$ cat config.mk
export PLATFORM = sky130hd
export DESIGN_NAME = ripple_chunk_sequencer
export DESIGN_NICKNAME = d
export VERILOG_FILES = /design/src/rtl/ripple_chunk_sequencer.sv
export SDC_FILE = /design/constraint.sdc
export NUM_CORES = 1
export LEC_CHECK = 0
export CAP_MARGIN = 20
export CORE_MARGIN = 1.5
export CORE_UTILIZATION = 41
export DETAILED_ROUTE_END_ITERATION = 8
export MAX_ROUTING_LAYER = met4
export PLACE_DENSITY = 0.72
export SLEW_MARGIN = 10
export SYNTH_ARGS = -nofsm -noshare
export SYNTH_HDL_FRONTEND = slang
export SYNTH_SLANG_ARGS = --single-unit
export TNS_END_PERCENT = 20
$ cat constraint.sdc
create_clock -name clk -period 1.3 [get_ports clk]
set_clock_uncertainty 0.15 [all_clocks]
set_input_delay 0.13 -clock clk [delete_from_list [all_inputs] [get_ports clk]]
set_output_delay 0.13 -clock clk [all_outputs]
set_load 0.01 [all_outputs]
$ cat src/rtl/ripple_chunk_sequencer.sv
// ripple_chunk_sequencer: feeds WIDTH-bit operands to a 2-bit ripple adder slice, LSB chunk first, and assembles the sum.
module ripple_chunk_sequencer #(
  parameter int WIDTH = 8
) (
  input  logic             clk,
  input  logic             reset,
  input  logic             inValid,
  output logic             inReady,
  input  logic [WIDTH-1:0] opA,
  input  logic [WIDTH-1:0] opB,
  input  logic             cin,
  output logic [1:0]       sliceA,
  output logic [1:0]       sliceB,
  output logic             sliceCarryIn,
  input  logic [1:0]       sliceSum,
  input  logic             sliceCarry,
  output logic             outValid,
  input  logic             outReady,
  output logic [WIDTH-1:0] sum,
  output logic             carryOut
);
  localparam int N = WIDTH / 2;
  localparam int IW = N > 1 ? $clog2(N) : 1;
  typedef enum logic [1:0] {IDLE, RUN, DONE} state_t;
  state_t state_q, state_d;
  logic [WIDTH-1:0] a_q, a_d, b_q, b_d, sum_q, sum_d;
  logic carry_q, carry_d;
  logic [IW-1:0] idx_q, idx_d;
  logic [WIDTH+1:0] shift_in;
  logic run;
  always_comb begin
    state_d = state_q;
    a_d = a_q;
    b_d = b_q;
    sum_d = sum_q;
    carry_d = carry_q;
    idx_d = idx_q;
    // new chunk enters at the top so the LSB chunk lands at bit 0 after N shifts
    shift_in = {sliceSum, sum_q};
    if (state_q == IDLE && inValid) begin
      a_d = opA;
      b_d = opB;
      carry_d = cin;
      idx_d = '0;
      state_d = RUN;
    end else if (state_q == RUN) begin
      sum_d = shift_in[WIDTH+1:2];
      carry_d = sliceCarry;
      a_d = a_q >> 2;
      b_d = b_q >> 2;
      idx_d = idx_q + IW'(1);
      state_d = idx_q == IW'(N - 1) ? DONE : RUN;
    end else if (state_q == DONE && outReady) begin
      state_d = IDLE;
    end
  end
  always_ff @(posedge clk) begin
    if (reset) begin
      state_q <= IDLE;
      a_q <= '0;
      b_q <= '0;
      sum_q <= '0;
      carry_q <= 1'b0;
      idx_q <= '0;
    end else begin
      state_q <= state_d;
      a_q <= a_d;
      b_q <= b_d;
      sum_q <= sum_d;
      carry_q <= carry_d;
      idx_q <= idx_d;
    end
  end
  assign run = state_q == RUN;
  assign inReady = state_q == IDLE;
  assign outValid = state_q == DONE;
  assign sliceA = run ? a_q[1:0] : 2'b0;
  assign sliceB = run ? b_q[1:0] : 2'b0;
  assign sliceCarryIn = run ? carry_q : 1'b0;
  assign sum = sum_q;
  assign carryOut = carry_q;
endmodule

## Word-level counts from Yosys, hierarchy flattened

Index checks and enable logic that the tools add are counted.

- Register bits after elaboration: 29
- Bits of input ports: 24

- Add/subtract/negate cells: 1
- Equality and inequality tests: 3
- Muxes and demuxes: 13
- Bitwise gates (word level): 1
- Reductions and logical operators: 8

Operator list:

| operator | count |
|---|---|
| 8-bit two-way mux | 4 |
| 2-bit two-way mux | 5 |
| 2-bit == test (second input constant) | 2 |
| 1-bit two-way mux | 4 |
| 2-bit nonzero test | 2 |
| 3-bit nonzero test | 1 |
| 2-bit by 1-bit adder with 2-bit output (second input constant) | 1 |
| 2-bit by 1-bit == test with 1-bit output (second input constant) | 1 |
| 1-bit logical AND | 2 |
| 2-bit zero test | 1 |
| 2-bit AND reduction | 1 |
| 2-bit OR reduction | 1 |
| 1-bit NOT | 1 |

## Longest topological paths before layout

Gate-level depths: netlist of run 1.

- Word-level depth: 5
- Mapped depth: 6

## Worst setup path before layout of run 1

Ideal clock, no wire load.

- Path type: reg2reg
- Start: reg state_q[1]
- End: reg a_q[5]
- Data arrival time: 1058 ps
- Required time: 1031 ps
- Setup slack: -26 ps
- Stages on the path, launching flop included: 6
- Buffers on the path: 2
- Period minus slack after synthesis: 1326 ps
- Cells stage by stage: dfxtp_1 buf_6 nor2_4 nand2_2 buf_6 o221a_2

- Cells in the longest elaborated chain, start to end: 3
- Elaborated cells on any way between the ends: 5
- Those cells by class: eq/ne: 1; mux: 1; reduce/logical: 3

Ends and longest elaborated chain:

| item | RTL line | RTL |
|---|---|---|
| from (decl) | 25 | `state_t state_q, state_d;` |
| from (signal assigned) | 66 | `state_q <= state_d;` |
| 2-bit zero test * | - |  |
| named net inReady | 8 | `output logic inReady,` |
| 1-bit logical AND * | 40 | `if (state_q == IDLE && inValid) begin` |
| 8-bit two-way mux or 2-bit nonzero test (tied branches) | - |  |
| to (signal assigned) | 60 | `a_q <= '0;` |
| to (signal assigned) | 67 | `a_q <= a_d;` |
| to (decl) | 26 | `logic [WIDTH-1:0] a_q, a_d, b_q, b_d, sum_q, sum_d;` |

Mark *: on every way through the listed nets, which the timed path passes. The rest lies on a longest branch.
A chain may end at the register's enable or synchronous reset.

## Worst setup path in the final report of run 1

- Start: reg state_q[0]
- End: out sliceA[1]

- Cells in the longest elaborated chain, start to end: 2

Ends and longest elaborated chain:

| item | RTL line | RTL |
|---|---|---|
| 2-bit by 1-bit == test with 1-bit output | 74 | `assign run = state_q == RUN;` |
| 2-bit two-way mux | 77 | `assign sliceA = run ? a_q[1:0] : 2'b0;` |
| to (decl) | 12 | `output logic [1:0] sliceA,` |

Every way passes these cells.

==> results.py, run 1 <==
metrics = {
    "clock_tree": {
        "cts_made_buffers": 5,
        "cts_buffer_depth": 2,
        "cts.sinks": 29,
        "cts_tree": "done",
        "root_buffer": "clkbuf_4",
        "clock_latency_ps": 330,
        "htree_levels": 2,
        "clkSlewWorstSetupHoldPaths_ps": 80,
    },
    "power_and_ir_drop": {
        "p_clk_frac": 0.277,
        "switching_power_uw": 531,
        "finalPower_mw": 2.00,
        "p_seq_frac": 0.495,
        "switching_share": 0.266,
        "combPwrFrac": 0.228,
        "p_int_mw": 1.47,
        "irDropWorstVdd_mv": 0.682,
        "leakagePower_nw": 0.798,
        "p_per_area_nw_per_um2": 1030,
    },
    "global_routing": {
        "overflow": 0,
        "grt_usage": 0.190,
        "grt_pass1_vias": 1108,
        "grt_pass1_wl_mm": 4.83,
        "antenna_found_initial": 0,
        "grt_max_degree": 26,
    },
    "synth": {
        "ys_seq_area_frac": 0.457,
        "yosys_warnings": 0,
        "synth_fp_nets": 162,
        "synth_cells": 137,
        "synth_seq_cells": 29,
        "avgSynthCellArea_um2": 9.28,
        "syn-cell-area_um2": 1270,
        "ys_types": 26,
    },
    "setup_path": {
        "arrival_ps": 1260,
        "crit_top_cell": "buf_6",
        "cp-startpoint": "state_q[0]",
        "r2r_setup_slack_ps": -70,
        "r2r_cells": 6,
        "critPathKind": "reg -> out",
        "cpMaxStageDelayCell": "dfxtp_2",
        "reg2reg_to": "b_q[4]",
        "startpoint_type": "flip-flop",
        "path_cells": "nor2b_4, buf_6, buf_6, and2_4, buf_6",
        "crit_fanout": 2,
        "r2r-start": "state_q[0]",
        "cp_data_required_time_ps": 1020,
        "end_kind": "output pin",
        "critPathMaxStageDelay_ps": 340,
    },
    "hold_path": {
        "min_to": "sum[6]",
        "hold_class": "in -> reg",
        "hold_start": "sliceSum[0]",
        "min_path_cells": 3,
    },
    "drt": {
        "num_vias": 1149,
        "dr.pass1.iters": 4,
        "drt-initial-drc-count": 19,
        "ant_nets": 0,
        "drt_wl_total_mm": 3.05,
        "wl_per_cell_um": 13.8,
        "drc": 0,
        "vias_per_cell": 5.18,
    },
    "layout": {
        "n_antenna_cell": 0,
        "multiInputGateArea_um2": 628,
        "n_fill_cell": 258,
        "seq_area_um2": 584,
        "nets": 214,
        "final_area_um2": 1940,
        "synthToLayoutAreaGrowth_pct": 52.7,
        "drive_above_1_share": 0.365,
    },
    "timing": {
        "hold_viol_final": 0,
        "whs_ps": 202,
        "setup_viol": 25,
        "relSlewSlack": 0.809,
        "drv_slew": 0,
        "worstMarginPinSlew_ps": 286,
        "rsz0062_at_grt": "yes",
        "fmax_ghz": 0.648,
        "timing.final.crit_share": 1.19,
        "setup_slack_ps": -243,
        "fin_crit_ps": 1540,
    },
    "run": {
        "maxCapViolations": 0,
    },
    "outcome": {
        "outcome": "finished with violations",
        "failed_checks": "negative setup slack",
    },
    "die": {
        "core_um2": 3000,
        "rows": 20,
        "start_util": 0.423,
        "die_width_um": 58.7,
        "floorplan.io_pins": 40,
        "die_area_um2": 3440,
        "die_height_um": 58.7,
    },
    "placement": {
        "port_buffers": 39,
        "dp_hpwl_mm": 1.98,
        "place_area_um2": 1710,
        "gp_congestion": 0.795,
        "dp_slack_ps": -368,
    },
}
-- cells in the final DEF (no fill, tap or decap), drive strengths merged, types with 2 or more instances in the layout --
cell           synthesis  routed
clkdlybuf4s50          0      23
dfxtp                 29      29
o21ai                  3       3
clkbuf                 0       8
nand2b                 2       2
dlygate4sd2            0       9
inv                   14      14
a21oi                 24      24
nand2                 17      17
and2                   5       5
o221a                 13      13
nor2b                  2       2
buf                   11      23
a22oi                  4       4
nor2                   8       8
-- worst max-delay path by stage --
stage / cells past startpoint / slack, ps / end
final: 5 / -240 / sliceA[1]
after detailed placement: 4 / -370 / a_q[1]
after global placement: 4 / -340 / b_q[1]
after global routing: 5 / -300 / sliceA[1]
after floorplan: 5 / -30 / a_q[5]
after CTS: 5 / -250 / sliceA[1]
-- layout make-up --
| type | instances | area share |
|---|---|---|
| multi-input combinational | 83 | 0.324 |
| sequential | 29 | 0.301 |
| timing repair buffer | 56 | 0.299 |
| clock buffer | 7 | 0.0284 |
| inverter | 14 | 0.0271 |
| tap | 33 | 0.0213 |
-- metrics by stage --
stage | util | instances | setup TNS (ps)
after detailed placement | 0.570 | 209 | -7390
after floorplan | - | 137 | -105
after global routing | 0.646 | 222 | -3240
after CTS | 0.606 | 220 | -2210
after global placement | 0.570 | 209 | -6770
final | 0.646 | 222 | -1510
-- power groups by stage --
stage               logic (mW)  registers [mW]  clock network (mW)
CTS                      0.401           0.987               0.574
global placement         0.356            1.00                   0
global route             0.491           0.998               0.609
detailed placement       0.368            1.01                   0
floorplan                0.219            1.00                   0
finish                   0.456           0.989               0.554
-- state kept, by name, indices dropped and copies added (netlist names) --
name	flops
a_q	8
b_q	8
carryOut	1
idx_q	2
state_q	2
sum	8
-- critical path: cells and delay by family (launching register included) --
family,cells,cell delay (ps)
flops,1,340
buf+inv,3,290
simple gates,2,310
-- cells by family (layout without fill, tap and decap cells) --
kind of cell,count (synthesis),count (layout),share of synthesized area
simple gates,36,36,0.149
fa+ha+maj,1,1,0.00984
buf+inv,25,77,0.109
flops,29,29,0.457
compound gates,46,46,0.276
-- cell usage after synthesis --
master     number  area share
buf_1           2      0.0059
nor2_4          1      0.0089
nor2b_4         1       0.011
nor3b_1         1      0.0059
nor2b_1         1      0.0049
buf_4           1      0.0059
o221a_2         8       0.071
nor2_2          1      0.0049
a21oi_2         5       0.034
buf_2           3       0.012
nand2_1        16       0.047
nor2_1          6       0.018
ha_1            1      0.0098
a211oi_2        1      0.0098
a21oi_1        19       0.075
o21ai_0         3       0.012
o21bai_1        1      0.0059
nand2b_1        2      0.0098
buf_6           5       0.044
nand4bb_1       1      0.0089
dfxtp_1        29        0.46
and2_1          5       0.025
inv_1          14       0.041
o221a_1         5       0.044
nand2_2         1      0.0049
a22oi_1         4       0.024
-- repair_timing --
item                       in CTS  in global routing
pin swaps                      13                 12
hold buffers                    0                  0
buffers inserted                4                  1
gates cloned                    0                  1
setup endpoints to repair      37                 34
resized for setup              55                 20
-- per-layer routing --
metal | track usage | part of all wire | vias to the layer above | wire (µm)
met5 | - | 0 | - | 0
met4 | 0.0682 | 0.014 | 0 | 43
met3 | 0.0615 | 0.051 | 5 | 156
met2 | 0.300 | 0.50 | 28 | 1510
met1 | 0.227 | 0.44 | 540 | 1340
li1 | - | - | 576 | -
Note: power is estimated with default switching activity, not from simulation.
==> run 2: changes to the inputs <==
CELL_PAD_IN_SITES_DETAIL_PLACEMENT = 1   (was not set)
CELL_PAD_IN_SITES_GLOBAL_PLACEMENT = 2   (was not set)
CORE_UTILIZATION = 24   (was 41)
PLACE_DENSITY = 0.71   (was 0.72)
SKIP_CTS_REPAIR_TIMING = 1   (was not set)
==> run 2 against run 1 <==
  * The run still ends with negative setup slack left
  * Register-to-register slack is essentially flat
  * Hold slack better by 62 ps
  * Global-route usage shrank 6.1 points
  * Via count up 2.3%
  * Sequential share of layout area down 1.2 points
  * Core utilization fell by 25 points
  * Design area increased by 4.4%
  * Critical endpoint is now sliceA[0]
==> results.py, run 2 (synthesis gave the netlist of run 1 again) <==
metrics = {
    "timing": {
        "relSlewSlack": 0.831,
        "setup_slack_ps": -137,
        "hold_viol_final": 0,
        "rsz0062_at_grt": "yes",
        "setup_viol": 21,
        "worstMarginPinSlew_ps": 253,
        "fmax_ghz": 0.696,
        "fin_crit_ps": 1440,
        "drv_slew": 0,
        "fin_setup_tns_ps": -1140,
        "timing.final.crit_share": 1.11,
    },
    "outcome": {
        "outcome": "finished with violations",
        "failed_checks": "negative setup slack",
    },
    "drt": {
        "ant_nets": 0,
        "drt_wl_total_mm": 3.48,
        "num_vias": 1175,
        "drt-initial-drc-count": 36,
        "dr.pass1.iters": 4,
        "vias_per_cell": 4.48,
        "wl_per_cell_um": 13.3,
        "drc": 0,
    },
    "power_and_ir_drop": {
        "leakagePower_nw": 0.925,
        "switching_power_uw": 585,
        "finalPower_mw": 2.15,
        "irDropWorstVdd_mv": 0.396,
        "p_seq_frac": 0.459,
        "p_int_mw": 1.57,
        "combPwrFrac": 0.204,
        "p_per_area_nw_per_um2": 1060,
        "switching_share": 0.272,
        "p_clk_frac": 0.338,
    },
    "layout": {
        "layout_commonest_cell": "dfxtp_1",
        "final_cell_mix": "dfxtp_1 (27), clkdlybuf4s50_1 (23), a21oi_1 (19)",
        "final_area_um2": 2030,
        "drive_above_1_share": 0.307,
        "nets": 216,
        "postLayoutCoreUtil": 0.397,
        "n_antenna_cell": 0,
        "synthToLayoutAreaGrowth_pct": 59.4,
    },
    "global_routing": {
        "grt_usage": 0.129,
        "antenna_found_initial": 0,
        "overflow": 0,
        "grt_pass1_vias": 1167,
        "grt_pass1_wl_mm": 5.40,
        "grt_max_degree": 23,
    },
    "placement": {
        "port_buffers": 39,
        "place_area_um2": 1790,
        "dp_hpwl_mm": 2.32,
        "dp_slack_ps": -426,
        "gp_congestion": 0.683,
    },
    "clock_tree": {
        "root_buffer": "clkbuf_8",
        "cts_buffer_depth": 2,
        "cts.sinks": 29,
        "htree_levels": 2,
        "cts_tree": "done",
        "clkSlewWorstSetupHoldPaths_ps": 60,
        "cts_made_buffers": 5,
        "clock_latency_ps": 280,
    },
    "die": {
        "rows": 26,
        "die_area_um2": 5740,
        "die_height_um": 75.8,
        "floorplan.io_pins": 40,
        "die_width_um": 75.8,
        "core_um2": 5110,
        "start_util": 0.249,
    },
    "hold_path": {
        "hold_class": "in -> reg",
    },
    "setup_path": {
        "critPathKind": "reg -> out",
        "arrival_ps": 1160,
        "end_kind": "output pin",
        "crit_fanout": 4,
        "cp_data_required_time_ps": 1020,
        "r2r_setup_slack_ps": -60,
        "startpoint_type": "flip-flop",
    },
    "run": {
        "maxCapViolations": 0,
    },
}
## run 2: per-stage QoR
| stage | hold WS [ps] | std cells |
|---|---|---|
| 6_report | 264 | 262 |
| 5_1_grt | 291 | 262 |
| 4_1_cts | 248 | 256 |
| 3_5_place_dp | 298 | 248 |
| 3_3_place_gp | 287 | 248 |
| 2_1_floorplan | 116 | 137 |
## run 2: path summary, 6_finish.rpt
path,start,to,depth (start not counted)
worst max-delay path,state_q[0],sliceA[0],4
worst min-delay path,sliceSum[0],sum[6],3
worst max register to register,state_q[0],b_q[0],5
worst min register to register,sum[0],sum[0],2
## run 2: layer usage
layer / GRT usage / vias to the layer above / routed length, µm
li1: - / 579 / -
met1: 0.156 / 562 / 1600
met2: 0.204 / 28 / 1670
met3: 0.0317 / 6 / 155
met4: 0.0536 / 0 / 59
met5: - / - / 0
## run 2: area by class of cell
cell class                      instances  area (µm²)
Sequential cell                        29         586
Multi-Input combinational cell         84         616
Fill cell                             604        3080
Clock inverter                          2        10.0
Timing Repair Buffer                   57         602
Inverter                               14        52.6
Clock buffer                            6        72.6
Tap cell                               70        87.6
## run 2: power by group through the flow
stage | registers, mW | clock network, mW | logic [mW]
finish | 0.989 | 0.727 | 0.439
global route | 0.997 | 0.792 | 0.479
detailed placement | 1.01 | 0 | 0.395
CTS | 0.989 | 0.744 | 0.397
floorplan | 1.00 | 0 | 0.219
global placement | 1.01 | 0 | 0.383
## run 2: critical path: stages (launching register included)
cell	delay (ps)
dfxtp_2	350
nor2b_4	190
buf_6	120
and2_1	100
buf_2	120
==> RTL edit, RTL diff (settings of run 2) <==
Set the parameter `WIDTH` to 16 (it was 8).
--- a/src/rtl/ripple_chunk_sequencer.sv
+++ b/src/rtl/ripple_chunk_sequencer.sv
@@ -2,3 +2,3 @@
 module ripple_chunk_sequencer #(
-  parameter int WIDTH = 8
+  parameter int WIDTH = 16
 ) (
Interface: changed (resized opA, opB and sum); port bits go from 40 to 64. No check against the original RTL was run, so the function may have changed too.
==> RTL edit against run 2 <==
The flow still finishes with violations (negative setup slack); first-iteration DRC count up 2.8%; routed wire length up 120%; synthesized area up 90%; total power up 76%; final area up 94%; register-to-register slack worse by 0.09 ns; worst setup slack worse by 0.068 ns; fmax down 4.5%; count of clock-buffer cells in the layout down 1; sequential cell count up 25; critical path type unchanged.
==> RTL edit: results (changes against run 2) <==
stage;metric;value;unit;change
worst_setup_path;cp_max_fo;5;;+1
pwr;p_sw_frac;0.272;;+0.000543
place;post-place-cells;473;;+91%
pwr;clock_power_share;0.313;;-0.025
cells_and_area;final_nets;399;;+85%
pwr;power_frac_seq;0.479;;+0.020
global_route;track_usage;0.136;;+0.00721
worst_setup_path;cpPeakStageDelay;0.38;ns;+0.03 ns
cells_and_area;nFillCells;1133;;+88%
synth;syn_nets;311;;+92%
place;hpwlAfterDp;5100;um;+120%
detailed_routing;wl_met3;204;um;+32%
synth;synth_common_cells;dfxtp_1 (54), nor2_1 (46), nand2_1 (32);;
outcome;status;complete, but fails checks;;
detailed_routing;met2WireLength;3710;um;+120%
place;gp_congestion;0.740;;+8.4%
pwr;leakagePower;1.74;nW;+88%
synth;syn_avg_cell_area;8.99;um^2;-3.2%
synth;ys_seq_area_frac;0.447;;-0.00949
global_route;grt_pass1_vias;2176;;+86%
global_route;met1_usage;0.176;;+0.0204
detailed_routing;wl_met1;3490;um;+120%
clock_tree;clock_latency;0.32;ns;+0.04 ns
synth;synth_cell_type_count;36;;+38%
outcome;violations;negative setup slack;;
timing;layout_setup_ws;-0.205;ns;-0.0676 ns
timing;setup_viol;51;;+140%
global_route;met3_usage;0.0208;;-0.0109
global_route;grt_pass1_wl;11000;um;+100%
cells_and_area;drive_above_1_share;0.341;;+0.0335
global_route;grt_max_degree;35;;+52%
detailed_routing;finalWirelength;7490;um;+120%
place;post-place-ws;-0.442;ns;-0.0155 ns
==> RTL edit: worst max-delay path, delay by kind of cell (launching register included) <==
| kind | cells | cell delay (ns) |
|---|---|---|
| flip-flops | 1 | 0.38 |
| AND/OR/NAND/NOR | 2 | 0.31 |
| buffers and inverters | 2 | 0.21 |
==> RTL edit: layout make-up <==
cell class                      instances  area [um^2]  share of cell area
Tap cell                              133          166              0.0424
Inverter                                6         28.8             0.00733
Timing Repair Buffer                  102         1070               0.273
Sequential cell                        54         1090               0.277
Multi-Input combinational cell        188         1460               0.371
Clock inverter                          3         45.0              0.0115
Clock buffer                            5         68.8              0.0175
==> RTL edit: logic make-up after synthesis <==
group / count (synthesis) / synth area share
buffers and inverters: 27 / 0.0631
AND/OR/NAND/NOR: 107 / 0.214
flip-flops: 54 / 0.447
AO/OA/AOI/OAI: 78 / 0.261
adder cells (fa/ha/maj): 2 / 0.0104
multiplexers: 1 / 0.00414
==> RTL edit: final timing paths <==
check             slack [ns]              endpoint                     from  depth (start not counted)
setup reg to reg       -0.15   a_q[5]$_SDFFE_PP0P_  state_q[1]$_SDFFE_PP0P_                          5
hold reg to reg         0.32   sum[4]$_SDFFE_PP0P_      sum[6]$_SDFFE_PP0P_                          2
hold / removal          0.06  a_q[15]$_SDFFE_PP0P_                    reset                          3
setup / recovery       -0.20             sliceA[0]  state_q[1]$_SDFFE_PP0P_                          4
==> RTL edit: stage by stage <==
step           hold slack (ns)  TNS (ns)   util  area [um^2]
3_5_place_dp             0.307    -14.39  0.339         3310
5_1_grt                 0.0722     -8.07  0.402         3930
6_report                0.0567     -4.51  0.402         3930
3_3_place_gp             0.294    -13.64  0.339         3310
2_1_floorplan            0.116    -0.237      -         2420
4_1_cts                 0.0629    -16.42  0.351         3430
